===== config.mk =====
export PLATFORM = sky130hd
export DESIGN_NAME = bpi_rd_sched
export DESIGN_NICKNAME = d
export VERILOG_FILES = /design/src/rtl/bpi_pkg.sv /design/src/rtl/bpi_word_rd.sv /design/src/rtl/bpi_rd_sched.sv
export SDC_FILE = /design/constraint.sdc
export NUM_CORES = 1
export LEC_CHECK = 0
export ABC_AREA = 1
export CAP_MARGIN = 0
export CORE_AREA = 2 2 108 110
export CTS_CLUSTER_SIZE = 40
export DETAILED_ROUTE_END_ITERATION = 10
export DIE_AREA = 0 0 110 112
export GPL_TIMING_DRIVEN = 0
export PLACE_DENSITY = 0.66
export SYNTH_ARGS = -nofsm -noshare
export SYNTH_HDL_FRONTEND = slang
export SYNTH_HIERARCHICAL = 1
export SYNTH_SLANG_ARGS = --single-unit

===== constraint.sdc =====
create_clock -name clk -period 6.1 [get_ports clk]
set_clock_uncertainty 0.15 [all_clocks]
set_input_delay 1.22 -clock clk [delete_from_list [all_inputs] [get_ports clk]]
set_output_delay 1.22 -clock clk [all_outputs]
set_load 0.02 [all_outputs]

===== src/rtl/bpi_pkg.sv =====
// bpi_pkg: BPI read scheduler state encoding, owner codes and defaults.
// Shared by bpi_word_rd and bpi_rd_sched.
package bpi_pkg;

  typedef enum logic [2:0] {
    IDLE,
    ARB,
    SETUP,
    WAIT,
    CAPT,
    NEXT,
    HOLD
  } state_t;

  localparam logic OWN_SCAN = 1'b0;
  localparam logic OWN_PAGE = 1'b1;

  localparam int PAGE_WORDS_DEF = 128;
  localparam int RD_WAIT_DEF    = 4;

endpackage


===== src/rtl/bpi_word_rd.sv =====
// bpi_word_rd: one flash word read, SETUP -> WAIT x RD_WAIT -> CAPT.
// A start seen in CAPT chains straight into the next SETUP.
module bpi_word_rd
  import bpi_pkg::*;
#(
  parameter int RD_WAIT = RD_WAIT_DEF
) (
  input  logic        clk,
  input  logic        rst_n,
  input  logic        start,
  input  logic [15:0] flash_dq,
  output logic        done,
  output logic        ce_n,
  output logic        oe_n,
  output logic [15:0] data,
  output logic        data_en
);

  localparam int CW = $clog2(RD_WAIT + 1);

  state_t        st;
  state_t        nx;
  logic [CW-1:0] cnt;
  logic          last;

  assign last = (cnt == CW'(RD_WAIT - 1));
  assign ce_n = !((st == SETUP) || (st == WAIT) || (st == CAPT));
  assign oe_n = ce_n;

  always_ff @(posedge clk or negedge rst_n) begin
    if (!rst_n) begin
      st      <= IDLE;
      cnt     <= '0;
      data    <= '0;
      data_en <= 1'b0;
    end else begin
      st      <= nx;
      cnt     <= (st == WAIT && !last) ? cnt + CW'(1) : '0;
      // sample on the last WAIT edge so the word is valid during CAPT
      data_en <= (st == WAIT) && last;
      if (st == WAIT && last) data <= flash_dq;
    end
  end

  always_comb begin
    nx   = st;
    done = 1'b0;
    unique case (st)
      IDLE:  if (start) nx = SETUP;
      SETUP: nx = WAIT;
      WAIT:  if (last) nx = CAPT;
      CAPT: begin
        done = 1'b1;
        nx   = start ? SETUP : IDLE;
      end
      default: nx = IDLE;
    endcase
  end

endmodule


===== src/rtl/bpi_rd_sched.sv =====
// bpi_rd_sched: round-robin scan/page arbiter for a BPI flash read port.
// Define BPI_RD_TIMEOUT_EN to abort a scan stalled on rd_ready.
module bpi_rd_sched
  import bpi_pkg::*;
#(
  parameter int ADDR_W     = 24,
  parameter int PAGE_WORDS = PAGE_WORDS_DEF,
  parameter int RD_WAIT    = RD_WAIT_DEF,
  parameter logic [ADDR_W-1:0] SCAN_BASE  = 24'h0,
  parameter logic [ADDR_W-1:0] SCAN_LIMIT = 24'h10000
) (
  input  logic              clk,
  input  logic              rst_n,
  input  logic              scan_start,
  input  logic              scan_stop,
  input  logic              page_req,
  input  logic [ADDR_W-1:0] page_addr,
  output logic              page_gnt,
  input  logic              rd_ready,
  output logic [ADDR_W-1:0] flash_addr,
  output logic              flash_ce_n,
  output logic              flash_oe_n,
  input  logic [15:0]       flash_dq,
  output logic [15:0]       rd_data,
  output logic              rd_data_en,
  output logic              rd_owner,
  output logic              bpi_idle,
  output logic              scan_busy,
  output logic              scan_err
);

  localparam int WW = $clog2(PAGE_WORDS + 1);
  localparam int PW = ADDR_W + 1;

  state_t          state;
  state_t          nx;
  logic [WW-1:0]   wcnt;
  logic [ADDR_W-1:0] addr;
  logic [ADDR_W-1:0] ptr;
  logic [ADDR_W:0] ptr_nx;
  logic            own;
  logic            busy;
  logic            err;
  logic            start;
  logic            done;
  logic            scan_req;
  logic            pick_page;
  logic            pick_scan;
  logic            last_word;

  // last owner loses a tie
  assign scan_req  = busy & rd_ready & ~scan_stop;
  assign pick_page = page_req & (~scan_req | (own == OWN_SCAN));
  assign pick_scan = scan_req & ~pick_page;
  assign last_word = (wcnt == WW'(PAGE_WORDS - 1));
  assign ptr_nx    = {1'b0, ptr} + PW'(PAGE_WORDS);

  assign flash_addr = addr;
  assign rd_owner   = own;
  assign bpi_idle   = (state == IDLE);
  assign scan_busy  = busy;
  assign scan_err   = err;

  bpi_word_rd #(
    .RD_WAIT(RD_WAIT)
  ) u_word (
    .clk     (clk),
    .rst_n   (rst_n),
    .start   (start),
    .flash_dq(flash_dq),
    .done    (done),
    .ce_n    (flash_ce_n),
    .oe_n    (flash_oe_n),
    .data    (rd_data),
    .data_en (rd_data_en)
  );

  always_comb begin
    nx       = state;
    start    = 1'b0;
    page_gnt = 1'b0;
    unique case (state)
      IDLE: if ((busy & rd_ready) | page_req) nx = ARB;
      ARB: begin
        unique case (1'b1)
          pick_page: begin
            page_gnt = 1'b1;
            start    = 1'b1;
            nx       = WAIT;
          end
          pick_scan: begin
            start = 1'b1;
            nx    = WAIT;
          end
          default: nx = IDLE;
        endcase
      end
      WAIT: begin
        if (done && last_word) nx = HOLD;
        else if (done) begin
          start = 1'b1;
          nx    = NEXT;
        end
      end
      NEXT:    nx = WAIT;
      HOLD:    nx = IDLE;
      default: nx = IDLE;
    endcase
  end

  always_ff @(posedge clk or negedge rst_n) begin
    if (!rst_n) begin
      state <= IDLE;
      addr  <= '0;
      wcnt  <= '0;
      own   <= OWN_SCAN;
    end else begin
      state <= nx;
      if (state == ARB) begin
        wcnt <= '0;
        if (pick_page) begin
          addr <= page_addr;
          own  <= OWN_PAGE;
        end else if (pick_scan) begin
          addr <= ptr;
          own  <= OWN_SCAN;
        end
      end
      if (state == WAIT && done && !last_word) begin
        addr <= addr + 1'b1;
        wcnt <= wcnt + WW'(1);
      end
    end
  end

`ifdef BPI_RD_TIMEOUT_EN
  logic [15:0] tmo;
  logic        stall;

  assign stall = busy & ~rd_ready & (state == IDLE);

  always_ff @(posedge clk or negedge rst_n) begin
    if (!rst_n) tmo <= '0;
    else if (stall && tmo != 16'hFFFE) tmo <= tmo + 16'd1;
    else tmo <= '0;
  end
`endif

  // ptr_nx carries one extra bit so the limit test never sees a wrap
  always_ff @(posedge clk or negedge rst_n) begin
    if (!rst_n) begin
      busy <= 1'b0;
      ptr  <= '0;
      err  <= 1'b0;
    end else begin
      err <= 1'b0;
      if (scan_stop) begin
        busy <= 1'b0;
      end else if (scan_start && !busy && state == IDLE) begin
        busy <= 1'b1;
        ptr  <= SCAN_BASE;
      end else if (state == HOLD && own == OWN_SCAN && busy) begin
        if (ptr_nx >= {1'b0, SCAN_LIMIT}) begin
          err  <= 1'b1;
          busy <= 1'b0;
        end else begin
          ptr <= ptr_nx[ADDR_W-1:0];
        end
      end
`ifdef BPI_RD_TIMEOUT_EN
      else if (stall && tmo == 16'hFFFE) begin
        err  <= 1'b1;
        busy <= 1'b0;
      end
`endif
    end
  end

endmodule


==> reports/qor.csv, run 1 <==
metric;value;unit
# fillers;1062;
Reg area;1950;um^2
initial antenna violation count;0;
Tmin final;4.56;ns
die area;12300;um^2
CTS Buffer Depth;2;
hold crit path type;register to register;
Fmax;0.219;GHz
H-tree levels;3;
sequential share of power;0.450;
status;completed;
Synth Area in XOR/XNOR;0.0366;
worst-path cell chain;clkdlybuf4s50_1, nor2_1, nand2_1, nand2_1, inv_1, nand2_1, inv_1, clkdlybuf4s50_1;
worst slew pin tran;0.721;ns
Hold WS;0.295;ns
Clock Sinks;78;
Synth area leaders;dfrtp_1 43%, nand2_1 16%, nor2_1 6.4%, inv_1 5.2%, nand3_1 4.4%;
ratio of cells with drive above 1 in the final layout;0.0685;
sw power;278;uW
Post-Layout Cell Count;873;
Crit path required time;4.73;ns
initial drt markers;288;
drt pass-1 iters;5;
Final Hold Viols;0;
n_diodes;0;
slowest stage cell, crit path;clkdlybuf4s50_1;
Synth Cell Area;4550;um^2
initial core utilization;0.407;
multi-input logic area;2250;um^2
Top FF cell, synth;dfrtp_1;
Site Rows;39;
Mapped Nets;671;
Antenna Violating Nets Remaining;0;
largest net degree at the start of global routing;52;
HPWL Detailed;9.66;mm
WP buf/inv;4;
leakage;0.00281;uW
crit-path leading delay family;buffers and inverters;
max_slew headroom;0.519;
total wire length;12.7;mm
Clock Latency Late Sink;0.34;ns
Worst setup EP type;output pin;
CTS tree;yes;
Max Cap Violations;0;
CTS root buf;clkbuf_16;
post-CTS resize count;0;
arrival time worst endpoint;3.19;ns
switch share;0.235;
ys async rst share;1.00;
Die Y;112;um
cell taking the most area after synthesis;dfrtp_1;
Setup violations, final;0;
first-pass GRT wire length;21.2;mm
Cell Int Power;907;uW
Compound-Gate Fraction of Synth Area;0.0960;
Placed Instances;857;
DR DRC count;0;
Setup crit start kind;input pin;
via-per-instance ratio;5.09;
DR vias;4447;
Peak VDD IR;0.149;mV
final worst path period share;0.747;
setup repair bufs after CTS;0;
Seq/Total Area, Yosys;0.429;
Mapped Avg Cell Area;7.34;um^2
Avg WL per Cell;14.6;um
Synth top area share;0.429;
setup tns final;0;ns
Worst Path Max Fanout;7;
synthesis-to-layout area growth;31.7;%
Num CTS Buffers;9;
Seq cells post-synth;78;
IO Pins;94;
Synth Warn #;6;
pwr/cell area;198;nW/um^2
RSZ-0062 raised after global routing;false;
largest family of logic cells by synthesized area;simple AND/OR/NAND/NOR gates;
CP max stage delay;0.64;ns
Total GRT Usage;0.219;
synth unique cells;42;
Post-Synth Simple-Gate Area;0.348;
Layout Nets;776;
WS Path Type;input pin to output pin;
Max Slew Vio Count;0;
hold_buf cts;0;
Clk network pwr share;0.468;
GRT overflow;0;
adder-cell share of the synthesized area;0.0138;
core box area;11200;um^2
Post-Syn Instances;620;
gpl congestion;0.945;
Die X;110;um
vias in the first global route;4407;
number of synthesized flops with an enable pin;0;
Worst path most repeated cell;nand2_1;
clk slew on worst S/H paths;0.06;ns
logic gate share of total power;0.082;
proportion of synthesized area in mux cells;0;
port buffer count;93;
## Yosys cell counts, types with 9 or more instances
| cell type | instances |
|---|---|
| dfrtp_1 | 78 |
| a21oi_1 | 20 |
| nor3_1 | 13 |
| o22ai_1 | 10 |
| nand3_1 | 40 |
| inv_1 | 63 |
| nand2_1 | 189 |
| xor2_1 | 13 |
| nor2_1 | 77 |
| nand4_1 | 17 |
| clkbuf_1 | 9 |
| o21ai_0 | 23 |
## power groups by stage
| stage | Combinational, uW | Sequential [uW] | Clock [uW] |
|---|---|---|---|
| 2_1_floorplan | 21.3 | 552 | 0 |
| 3_3_place_gp | 95.1 | 542 | 0 |
| 3_5_place_dp | 98.1 | 542 | 0 |
| 4_1_cts | 98.5 | 533 | 565 |
| 5_1_grt | 107 | 534 | 587 |
| 6_report | 97.1 | 533 | 555 |
## registers in the layout (all words and copies together), names as in the netlist, 3 cells and up
register,cells
u_word/data,16
state,3
ptr,17
wcnt,8
u_word/cnt,3
flash_addr,24
u_word/st,3
## routing by layer
layer | part of all wire | global-route usage | routed length, um | up-vias
li1 | - | - | - | 2222
met1 | 0.44 | 0.287 | 5610 | 2035
met2 | 0.46 | 0.346 | 5890 | 159
met3 | 0.062 | 0.0404 | 791 | 31
met4 | 0.033 | 0.105 | 416 | 0
met5 | 0 | 0 | 0 | -
## cell usage in the layout (no fill, tap or decap), types with 2 or more instances in the layout
master and count:
nand2_1 189, clkdlybuf4s50_1 92, dfrtp_1 78, nor2_1 77, inv_1 63, nand3_1 40, o21ai_0 23, a21oi_1 20
nand4_1 17, nor3_1 13, xor2_1 13, o22ai_1 10, clkbuf_1 9, clkbuf_16 9, nand2_2 8, xnor2_1 6
nor2_2 5, a31oi_1 5, o211ai_1 5, ha_1 5, buf_4 3, nand2_4 3, o221ai_1 3, inv_6 3
nor2_4 2, buf_1 2, buf_2 2, o32ai_1 2, or2_2 2
## logic make-up after synthesis
| group | count (synthesis) |
|---|---|
| AOI/OAI and AO/OA | 74 |
| xor gates and xnor gates | 19 |
| adders and majority gates | 5 |
| buffers and inverters | 82 |
| DFF | 78 |
| and+or+nand+nor | 362 |
## cell type report
cell class | instances | area share
sequential | 78 | 0.326
tap | 143 | 0.0299
clock buffer | 10 | 0.0399
inverter | 65 | 0.0416
timing repair buffer | 94 | 0.160
clock inverter | 6 | 0.0115
buffer | 17 | 0.0163
multi-input combinational | 460 | 0.376
## path summary, 6_finish.rpt
| path | slack [ns] | end | cells after the start | start |
|---|---|---|---|---|
| worst max-delay path | 1.54 | page_gnt | 8 | scan_stop |
| worst min-delay path | 0.30 | u_word/cnt[0] | 1 | u_word/cnt[0] |
| worst max register to register | 3.46 | u_word/st[1] | 12 | u_word/st[0] |
| worst min register to register | 0.30 | u_word/cnt[0] | 1 | u_word/cnt[0] |
| max in group asynchronous | 4.56 | ptr[16] | 2 | rst_n |
| min in group asynchronous | 0.65 | wcnt[3] | 1 | rst_n |
## through the flow
step,cell area [um^2],power (uW),utilization,setup slack [ns]
after global placement,5660,637,0.506,0.807
after CTS,5990,1200,0.536,1.53
final,5990,1190,0.536,1.54
after detailed placement,5680,640,0.509,1.54
after global routing,5990,1230,0.536,1.37
after floorplan,4550,573,-,2.84
Power figures use the tool's default switching activity.
==> run 2: changes to the inputs <==
clock period = 4.5 ns   (was 6.1 ns; I/O delays follow)
==> results of run 2 <==
The final DEF is identical to that of run 1. Status: completed.
Among the figures that moved: setup slack after placement 1.54 ns -> 0.576 ns; setup slack after layout 1.54 ns -> 0.582 ns; register-to-register setup slack 3.46 ns -> 1.86 ns; total power 1190 uW -> 1610 uW; worst IR drop on VDD 0.149 mV -> 0.203 mV
